$ cat src/rtl/branch_predictor.sv
// -----------------------------------------------------------------------------
// branch_predictor
//
// Dynamic branch predictor for the 5-stage RV32I pipeline: a direct-mapped
// table of saturating direction counters with a tagged target per entry.
// The IF stage looks up its PC combinationally against the registered table.
// The EXE stage writes resolved branch/jump outcomes back at the clock edge.
// After reset or flush the table is cleared by a sequential walk, one entry
// per cycle. While the walk runs, lookups predict not-taken and updates are
// ignored.
//
// Ports
//   clk              rising-edge clock
//   rst              synchronous reset, active-low
//   flush            restart the clearing walk (statistics are kept)
//   ready            table valid for lookup/update
//   lk_pc            IF-stage PC to predict
//   pred_taken       predicted direction for lk_pc
//   pred_target      predicted next PC (stored target or lk_pc+4)
//   upd_valid        EXE resolved a branch/jal/jalr this cycle
//   upd_pc           PC of the resolved instruction
//   upd_taken        actual direction
//   upd_target       actual taken target
//   upd_is_jump      unconditional jump (jal/jalr)
//   upd_mispredict   pipeline was flushed for this instruction
//   stat_updates     accepted updates (saturating)
//   stat_mispredicts accepted updates flagged as mispredicted (saturating)
// -----------------------------------------------------------------------------
module branch_predictor #(
  parameter int ENTRIES = 64,
  parameter int CNT_W   = 2,
  parameter int TAG_W   = 8
) (
  input  logic        clk,
  input  logic        rst,
  input  logic        flush,
  output logic        ready,
  input  logic [31:0] lk_pc,
  output logic        pred_taken,
  output logic [31:0] pred_target,
  input  logic        upd_valid,
  input  logic [31:0] upd_pc,
  input  logic        upd_taken,
  input  logic [31:0] upd_target,
  input  logic        upd_is_jump,
  input  logic        upd_mispredict,
  output logic [31:0] stat_updates,
  output logic [31:0] stat_mispredicts
);

  localparam int IDX_W = $clog2(ENTRIES);

  localparam logic [CNT_W-1:0] CNT_MAX   = '1;
  localparam logic [CNT_W-1:0] CNT_ONE   = {{(CNT_W-1){1'b0}}, 1'b1};
  localparam logic [CNT_W-1:0] CNT_WEAK  = {1'b1, {(CNT_W-1){1'b0}}};
  localparam logic [IDX_W-1:0] WALK_ONE  = IDX_W'(1);
  localparam logic [IDX_W-1:0] WALK_LAST = IDX_W'(ENTRIES - 1);

  typedef enum logic {
    INIT,
    READY
  } state_t;

  // Saturating up/down step of a direction counter.
  function automatic logic [CNT_W-1:0] sat_step(input logic [CNT_W-1:0] c,
                                                input logic             up);
    if (up) begin
      return (c == CNT_MAX) ? c : c + CNT_ONE;
    end
    return (c == '0) ? c : c - CNT_ONE;
  endfunction

  // Saturating increment of a 32-bit statistic.
  function automatic logic [31:0] sat_inc32(input logic [31:0] v,
                                            input logic        en);
    return (en && (v != 32'hFFFF_FFFF)) ? v + 32'd1 : v;
  endfunction

  state_t           state_q;
  state_t           state_d;
  logic [IDX_W-1:0] walk_q;
  logic [IDX_W-1:0] walk_d;

  logic [ENTRIES-1:0] valid_q;
  logic [CNT_W-1:0]   cnt_q [ENTRIES];
  logic [TAG_W-1:0]   tag_q [ENTRIES];
  logic [31:0]        tgt_q [ENTRIES];

  logic [IDX_W-1:0] lk_idx;
  logic [TAG_W-1:0] lk_tag;
  logic             lk_hit;
  logic [IDX_W-1:0] upd_idx;
  logic [TAG_W-1:0] upd_tag;
  logic             upd_hit;
  logic             upd_en;
  logic             walk_en;

  // Only the index/tag fields of the PCs select table state; the byte
  // offset and bits above the tag are intentionally ignored.
  logic unused_pc;
  assign unused_pc = ^{lk_pc, upd_pc};

  assign lk_idx  = lk_pc[IDX_W+1:2];
  assign lk_tag  = lk_pc[IDX_W+TAG_W+1:IDX_W+2];
  assign upd_idx = upd_pc[IDX_W+1:2];
  assign upd_tag = upd_pc[IDX_W+TAG_W+1:IDX_W+2];

  assign ready = (state_q == READY);

  // Lookup reads registered table state only, so a same-cycle update to the
  // same entry becomes visible on the following cycle.
  assign lk_hit      = ready & valid_q[lk_idx] & (tag_q[lk_idx] == lk_tag);
  assign pred_taken  = lk_hit & cnt_q[lk_idx][CNT_W-1];
  assign pred_target = pred_taken ? tgt_q[lk_idx] : lk_pc + 32'd4;

  // Updates are accepted only in READY and lose to both reset and flush.
  assign upd_hit = valid_q[upd_idx] & (tag_q[upd_idx] == upd_tag);
  assign upd_en  = rst & (state_q == READY) & upd_valid & ~flush;
  assign walk_en = rst & (state_q == INIT);

  always_comb begin
    state_d = state_q;
    walk_d  = walk_q;
    case (state_q)
      INIT: begin
        if (flush) begin
          walk_d = '0;
        end else begin
          walk_d = walk_q + WALK_ONE;
          if (walk_q == WALK_LAST) begin
            state_d = READY;
          end
        end
      end
      READY: begin
        if (flush) begin
          state_d = INIT;
          walk_d  = '0;
        end
      end
      default: begin
        state_d = INIT;
        walk_d  = '0;
      end
    endcase
  end

  always_ff @(posedge clk) begin
    if (!rst) begin
      state_q <= INIT;
      walk_q  <= '0;
    end else begin
      state_q <= state_d;
      walk_q  <= walk_d;
    end
  end

  always_ff @(posedge clk) begin
    if (!rst) begin
      stat_updates     <= '0;
      stat_mispredicts <= '0;
    end else begin
      stat_updates     <= sat_inc32(stat_updates, upd_en);
      stat_mispredicts <= sat_inc32(stat_mispredicts, upd_en & upd_mispredict);
    end
  end

  // Valid/counter: cleared by the walk, otherwise trained by updates.
  always_ff @(posedge clk) begin
    if (walk_en) begin
      valid_q[walk_q] <= 1'b0;
      cnt_q[walk_q]   <= '0;
    end else if (upd_en) begin
      if (upd_hit) begin
        cnt_q[upd_idx] <= upd_is_jump ? CNT_MAX : sat_step(cnt_q[upd_idx], upd_taken);
      end else if (upd_taken) begin
        // Miss and taken allocates, evicting whatever aliased there.
        valid_q[upd_idx] <= 1'b1;
        cnt_q[upd_idx]   <= upd_is_jump ? CNT_MAX : CNT_WEAK;
      end
    end
  end

  // Tag/target are meaningless while valid=0, so they need no clearing.
  // On a hit the tag already matches, so rewriting it is harmless.
  always_ff @(posedge clk) begin
    if (upd_en && upd_taken) begin
      tag_q[upd_idx] <= upd_tag;
      tgt_q[upd_idx] <= upd_target;
    end
  end

endmodule

$ cat config.mk
export PLATFORM = sky130hd
export DESIGN_NAME = branch_predictor
export DESIGN_NICKNAME = d
export VERILOG_FILES = /design/src/rtl/branch_predictor.sv
export SDC_FILE = /design/constraint.sdc
export NUM_CORES = 2
export LEC_CHECK = 0
export CAP_MARGIN = 10
export CORE_MARGIN = 4
export CORE_UTILIZATION = 25
export CTS_CLUSTER_DIAMETER = 30
export DETAILED_ROUTE_END_ITERATION = 7
export SYNTH_ARGS = -nofsm -noshare
export SYNTH_HDL_FRONTEND = slang
export SYNTH_SLANG_ARGS = --single-unit
export TNS_END_PERCENT = 50
$ cat constraint.sdc
create_clock -name clk -period 8.2 [get_ports clk]
set_input_delay 2.46 -clock clk [delete_from_list [all_inputs] [get_ports clk]]
set_output_delay 2.46 -clock clk [all_outputs]
set_load 0.01 [all_outputs]
---- After elaboration in Yosys (flattened, before gate mapping) ----
Memories as Yosys holds them, arrays and structs flattened.
Index checks and enable logic that the tools add are counted.
storage, ports and cells
  bits in registers ....................... 135
  bits in writable memories ............... 2,688
  input bits .............................. 103
  word-level logic and storage cells ...... 101
  memories kept ........................... 3
operators by class
  add/subtract/negate cells ............... 6
  magnitude comparators ................... 5
  equal/unequal tests ..................... 8
  mux-type cells .......................... 49
  bitwise operators ....................... 15
  reduce and logical (&&, ||, !) cells .... 10
memories
  memory  words  bits a word  rd ports  clocked after memory_dff  wr ports  RTL line  RTL
  tgt_q   64     32           1         0                         1         87        logic [31:0] tgt_q [ENTRIES];
  tag_q   64     8            2         0                         1         86        logic [TAG_W-1:0] tag_q [ENTRIES];
  cnt_q   64     2            2         0                         1         85        logic [CNT_W-1:0] cnt_q [ENTRIES];
operators by type and width
  kind                   number
  $mux 64                4
  $add 32x1->32 const B  2
  $and 64x64->64         1
  $ne 32x32->1 const B   2
  $not 64->64            1
  $or 64x64->64          1
  $add 32x3->32 const B  1
  $mux 32                1
  $mux 1                 25
  $lt 6x7->1 const B     3
  $mux 2                 10
  $mux 6                 3
  $eq 8x8->1             2
  $bmux 1 s6             2
  $demux 1 s6            2
  $ge 6x1->1 const B     2
  $pmux 6 s2             1
  $and 1x1->1            9
  $add 6x1->6 const B    1
  $eq 6x6->1 const B     1
  $logic_and 1x1->1      5
  $reduce_bool 2->1      2
  $reduce_and 3->1       1
  $add 2x1->2 const B    1
  other kinds (9)        10

---- Depth between registers and ports, before layout ----
  word-level depth ........................ 13
  mapped depth ............................ 16

---- Least setup slack after synthesis ----
Ideal clock, no wire load.
  path type ............................... input to register
  start point ............................. input port upd_pc[3]
  end point ............................... memory cnt_q[0][1] (data pin)
  arrival ................................. 7.794 ns
  data required time ...................... 7.478 ns
  path slack .............................. -0.315 ns
  stages on the path ...................... 13
  path buffers ............................ 5
  cells stage by stage .................... buf_2 > buf_4 > buf_2 > mux4_2 > mux2i_1 > o22ai_1 > or4_1 > a2111oi_0 > nand4_1 > o21a_1 > buf_6 > buf_6 > a211oi_1
on the way
  word-level cells in the longest chain between the ends .. 11
  elaborated cells on any way between the ends .. 30
  those cells by class .................... 2 x add/sub; 2 x eq/ne; 20 x mux; 2 x bitwise; 2 x reduce/logical; 2 x memory
ends and longest elaborated chain
  item                                              RTL line  RTL
  start, declared                                   42        input logic [31:0] upd_pc,
  $mem_v2 64x2                                      --
  $add 2x1->2 / $eq 2x2->1 (equally long branches)  68        return (c == CNT_MAX) ? c : c + CNT_ONE;
  $mux 2                                            68
  $mux 2                                            67        if (up) begin
  $mux 2                                            70        return (c == '0) ? c : c - CNT_ONE;
  $mux 2                                            174       if (upd_hit) begin
  $mux 2                                            173       end else if (upd_en) begin
  $mux 2                                            170       if (walk_en) begin
  $mux 2                                            175       cnt_q[upd_idx] <= upd_is_jump ? CNT_MAX : sat_step(cnt_q[upd_idx], upd_taken);
  $mux 2 (no line)                                  --
  $mux 2 (no line) *                                --
  end, declared                                     85
Every way passes the cells marked *; elsewhere a longest branch is shown, timed or not. The select of a mux whose other input is x is not followed.

---- Worst setup path after layout ----
  start point ............................. input port lk_pc[2]
  end point ............................... output port pred_target[15]
on the way
  word-level cells in the longest chain between the ends .. 6
  elaborated cells on any way between the ends .. 11
  those cells by class .................... 1 x add/sub; 1 x eq/ne; 3 x mux; 3 x bitwise; 3 x memory
ends and longest elaborated chain
  item                                                  RTL line  RTL
  start, declared                                       38        input logic [31:0] lk_pc,
  branches (longest 5 deep; another with $mem_v2 64x8)  --
  $mux 32 *                                             114       assign pred_target = pred_taken ? tgt_q[lk_idx] : lk_pc + 32'd4;
  end, declared                                         40        output logic [31:0] pred_target,
Mark *: on every way between the ends. The select of a mux whose other input is x is not followed.

==> qor.yml <==
route:
  via_per_inst: 5.10
  drc: 0
  vias: 65700
  drt_iter0_drc: 9680
  firstDrtPassIters: 8
  postRouteAntennaNets: 0
  wl_per_cell_um: 29.4
  totalWireLength_um: 380000
logic_synthesis:
  ys_seq_area_share_pct: 72.6
  synth_async_sr_flop_share_pct: 0
  syn_inst: 5577
  synth_nets: 5684
  yosys_warnings: 0
  synth.area.top_cells: "edfxtp_1 71%, mux4_2 17%, dfxtp_1 1.2%, mux2i_1 0.82%, mux2_2 0.74%"
  avgSynthCellArea_um2: 20.8
  synth_area_um2: 116000
  synth-edff-count: 2752
  synth_largest_area_cell: "edfxtp_1"
  yosys.area.top_type_share_pct: 71.3
  yosysUniqueCellTypes: 74
  ys.flop_type: "edfxtp_1"
  ys_ff_latch: 2823
timing:
  setup_viol: 33
  finClkSkew_ns: 0.118
  setup_slack_ns: -0.415
  setup_tns_ns: -10.54
  rsz0062_at_grt: "yes"
  finalHoldViolCount: 0
  drv_slew: 0
  worst_pin_slew_ns: 1.29
  max_freq_mhz: 116
  min_period_ns: 8.61
  period_share_pct: 105
  maxSlewHeadroom_pct: 13.9
clock_tree:
  cts.sinks: 2823
  h-tree-depth: 5
  numCtsBuffers: 472
  clk_latency_ns: 1.02
  root_buffer: "clkbuf_16"
  max-clock-path-buffers: 4
  cts_tree: "done"
  cts_hold_buf: 0
  path_clk_slew_ns: 0.04
global_routing:
  grt_max_degree: 85
  first_global_vias: 64900
  grt_util_all_layers_pct: 15.5
  antenna_found_initial: 47
  grt_pass1_wl_um: 523000
  grt_overflow_total: 0
pwr:
  power.density_nw_per_um2: 261
  vdd_ir_drop_max_mv: 0.194
  p_leak_uw: 0.0461
critical_path:
  cp_cell_sequence: "buf_16 > buf_16 > buf_16 > mux4_2 > mux4_2 > mux2i_2 > nor2_1 > a21oi_1 > buf_4 > xnor2_2 > nor2_2 > buf_6 > nand4bb_4 > buf_12 > buf_16 > buf_8 > mux2_4 > buf_6"
  cp-start-kind: "input pin"
  reg2reg_depth: 12
  critPathMostFrequentCell: "buf_16"
  end_kind: "output pin"
  cp_data_arrival_time_ns: 6.15
  critPathRequiredTime_ns: 5.74
  r2r_slack_ns: 3.56
  worstSetupPathType: "in2out"
  max_stage_delay_ns: 0.52
  cpMaxStageDelayCell: "mux4_2"
  worstPathMaxFanout: 8
finish:
  syn2layout_area_growth_pct: 25.9
  fin_cells: 12900
  mostFrequentLayoutCell: "edfxtp_1"
  final_nets: 6415
  layout-drive-gt1-share_pct: 36.0
  mostFrequentLayoutCells: "2,752 x edfxtp_1, 896 x mux4_2, 476 x clkbuf_16"
placed_design:
  place.detailed.hpwl_um: 210000
  io_buffers: 182
  routabilityCongestion: 0.891
  placedCellCount: 12000
  pre_cts_ws_ns: -0.661
floorplan:
  start_util_pct: 25.1
  die_y_um: 689
  num_rows: 249
  dieArea_um2: 474000
  fp.dieW_um: 689
  io_pins: 201
  core_region_area_um2: 461000
min_path:
  whs_path_depth: 2
  min_path_type: "reg2reg"
run_status:
  status: "complete, but fails checks"
  violations: "negative setup slack"
flow_run:
  cap_violations: 0
where the power goes:
part | leakage [µW] | total, µW | switching [µW] | internal (µW)
Sequential | 0.0254 | 15900 | 21.2 | 15900
Combinational | 0.0127 | 1770 | 1030 | 749
Clock | 0.00797 | 20400 | 7340 | 13000
cells in the mapped netlist, drive strengths merged (7+ instances only):
cell type	count
nor2	137
nor4	10
inv	19
xnor2	72
mux2	81
nand2b	13
and3b	8
mux4	896
clkbuf	196
nand2	195
or2	7
nor2b	16
dfxtp	71
nand3	80
a21oi	159
a31oi	32
a221oi	23
o221ai	8
mux2i	95
edfxtp	2752
a221o	17
nor3b	11
o31ai	55
xor2	26
and2	58
or3	13
and3	16
o22ai	34
buf	167
nor3	15
o21ai	54
a211oi	9
and4	10
a22o	24
nand4	25
a22oi	84
a21boi	12
metal layers:
metal	routed length [µm]	GRT usage [%]
met5	120	0
met4	16100	6.15
met3	44600	4.44
met1	148000	20.9
met2	171000	23.7
critical path, delay by kind of cell:
| family | cells | cell delay (ns) |
|---|---|---|
| xor gates and xnor gates | 1 | 0.07 |
| and+or+nand+nor | 3 | 0.40 |
| AOI/OAI and AO/OA | 1 | 0.14 |
| muxes | 4 | 1.54 |
| buffers and inverters | 9 | 1.48 |
path summary, 6_finish.rpt:
kind	from	endpoint
worst min-delay path	stat_mispredicts[15]	stat_mispredicts[15]
worst max register to register	tag_q[59][2]	cnt_q[56][1]
worst max-delay path	lk_pc[2]	pred_target[15]
worst min register to register	stat_mispredicts[15]	stat_mispredicts[15]
timing repair:
item                                   in CTS  in global routing
pin swaps                                   4                  1
cloned                                      7                  0
setup endpoints to repair                  33                 33
endpoints found under the hold margin       0                  0
buffers inserted                           20                  4
gates resized for setup                   167                 11
flip-flops by register name, summed over array words and instances, names as in the netlist:
name / count
tgt_q: 2048
valid_q: 64
walk_q: 6
cnt_q: 128
tag_q: 512
stat_mispredicts: 32
ready: 1
stat_updates: 32
layout make-up:
class                      count  area (µm²)
antenna                       17        42.5
timing repair buffer         620        6590
multi-input combinational   2372       30700
inverter                      19        78.8
clock inverter               369        4590
sequential                  2823       84100
clock buffer                 520       12100
fill                       43500      315000
tap                         6149        7690
stage by stage:
step	power (µW)	cell area [µm²]	util (%)	hold WS (ns)
finish	38000	146000	31.6	0.518
global route	39100	146000	31.6	0.561
CTS	38300	146000	31.6	0.519
detailed placement	17900	128000	27.9	0.515
global placement	17900	128000	27.9	0.493
floorplan	17100	116000	-	0.489
logic make-up after synthesis:
kind of cell             share of synthesized area, %
buffers and inverters                            1.53
AND/OR/NAND/NOR                                  2.72
multiplexers                                     19.0
flip-flops                                       72.6
XOR/XNOR                                        0.741
adder cells (fa/ha/maj)                        0.0519
AO/OA/AOI/OAI                                    3.36
(Power assumes the default switching activity.)
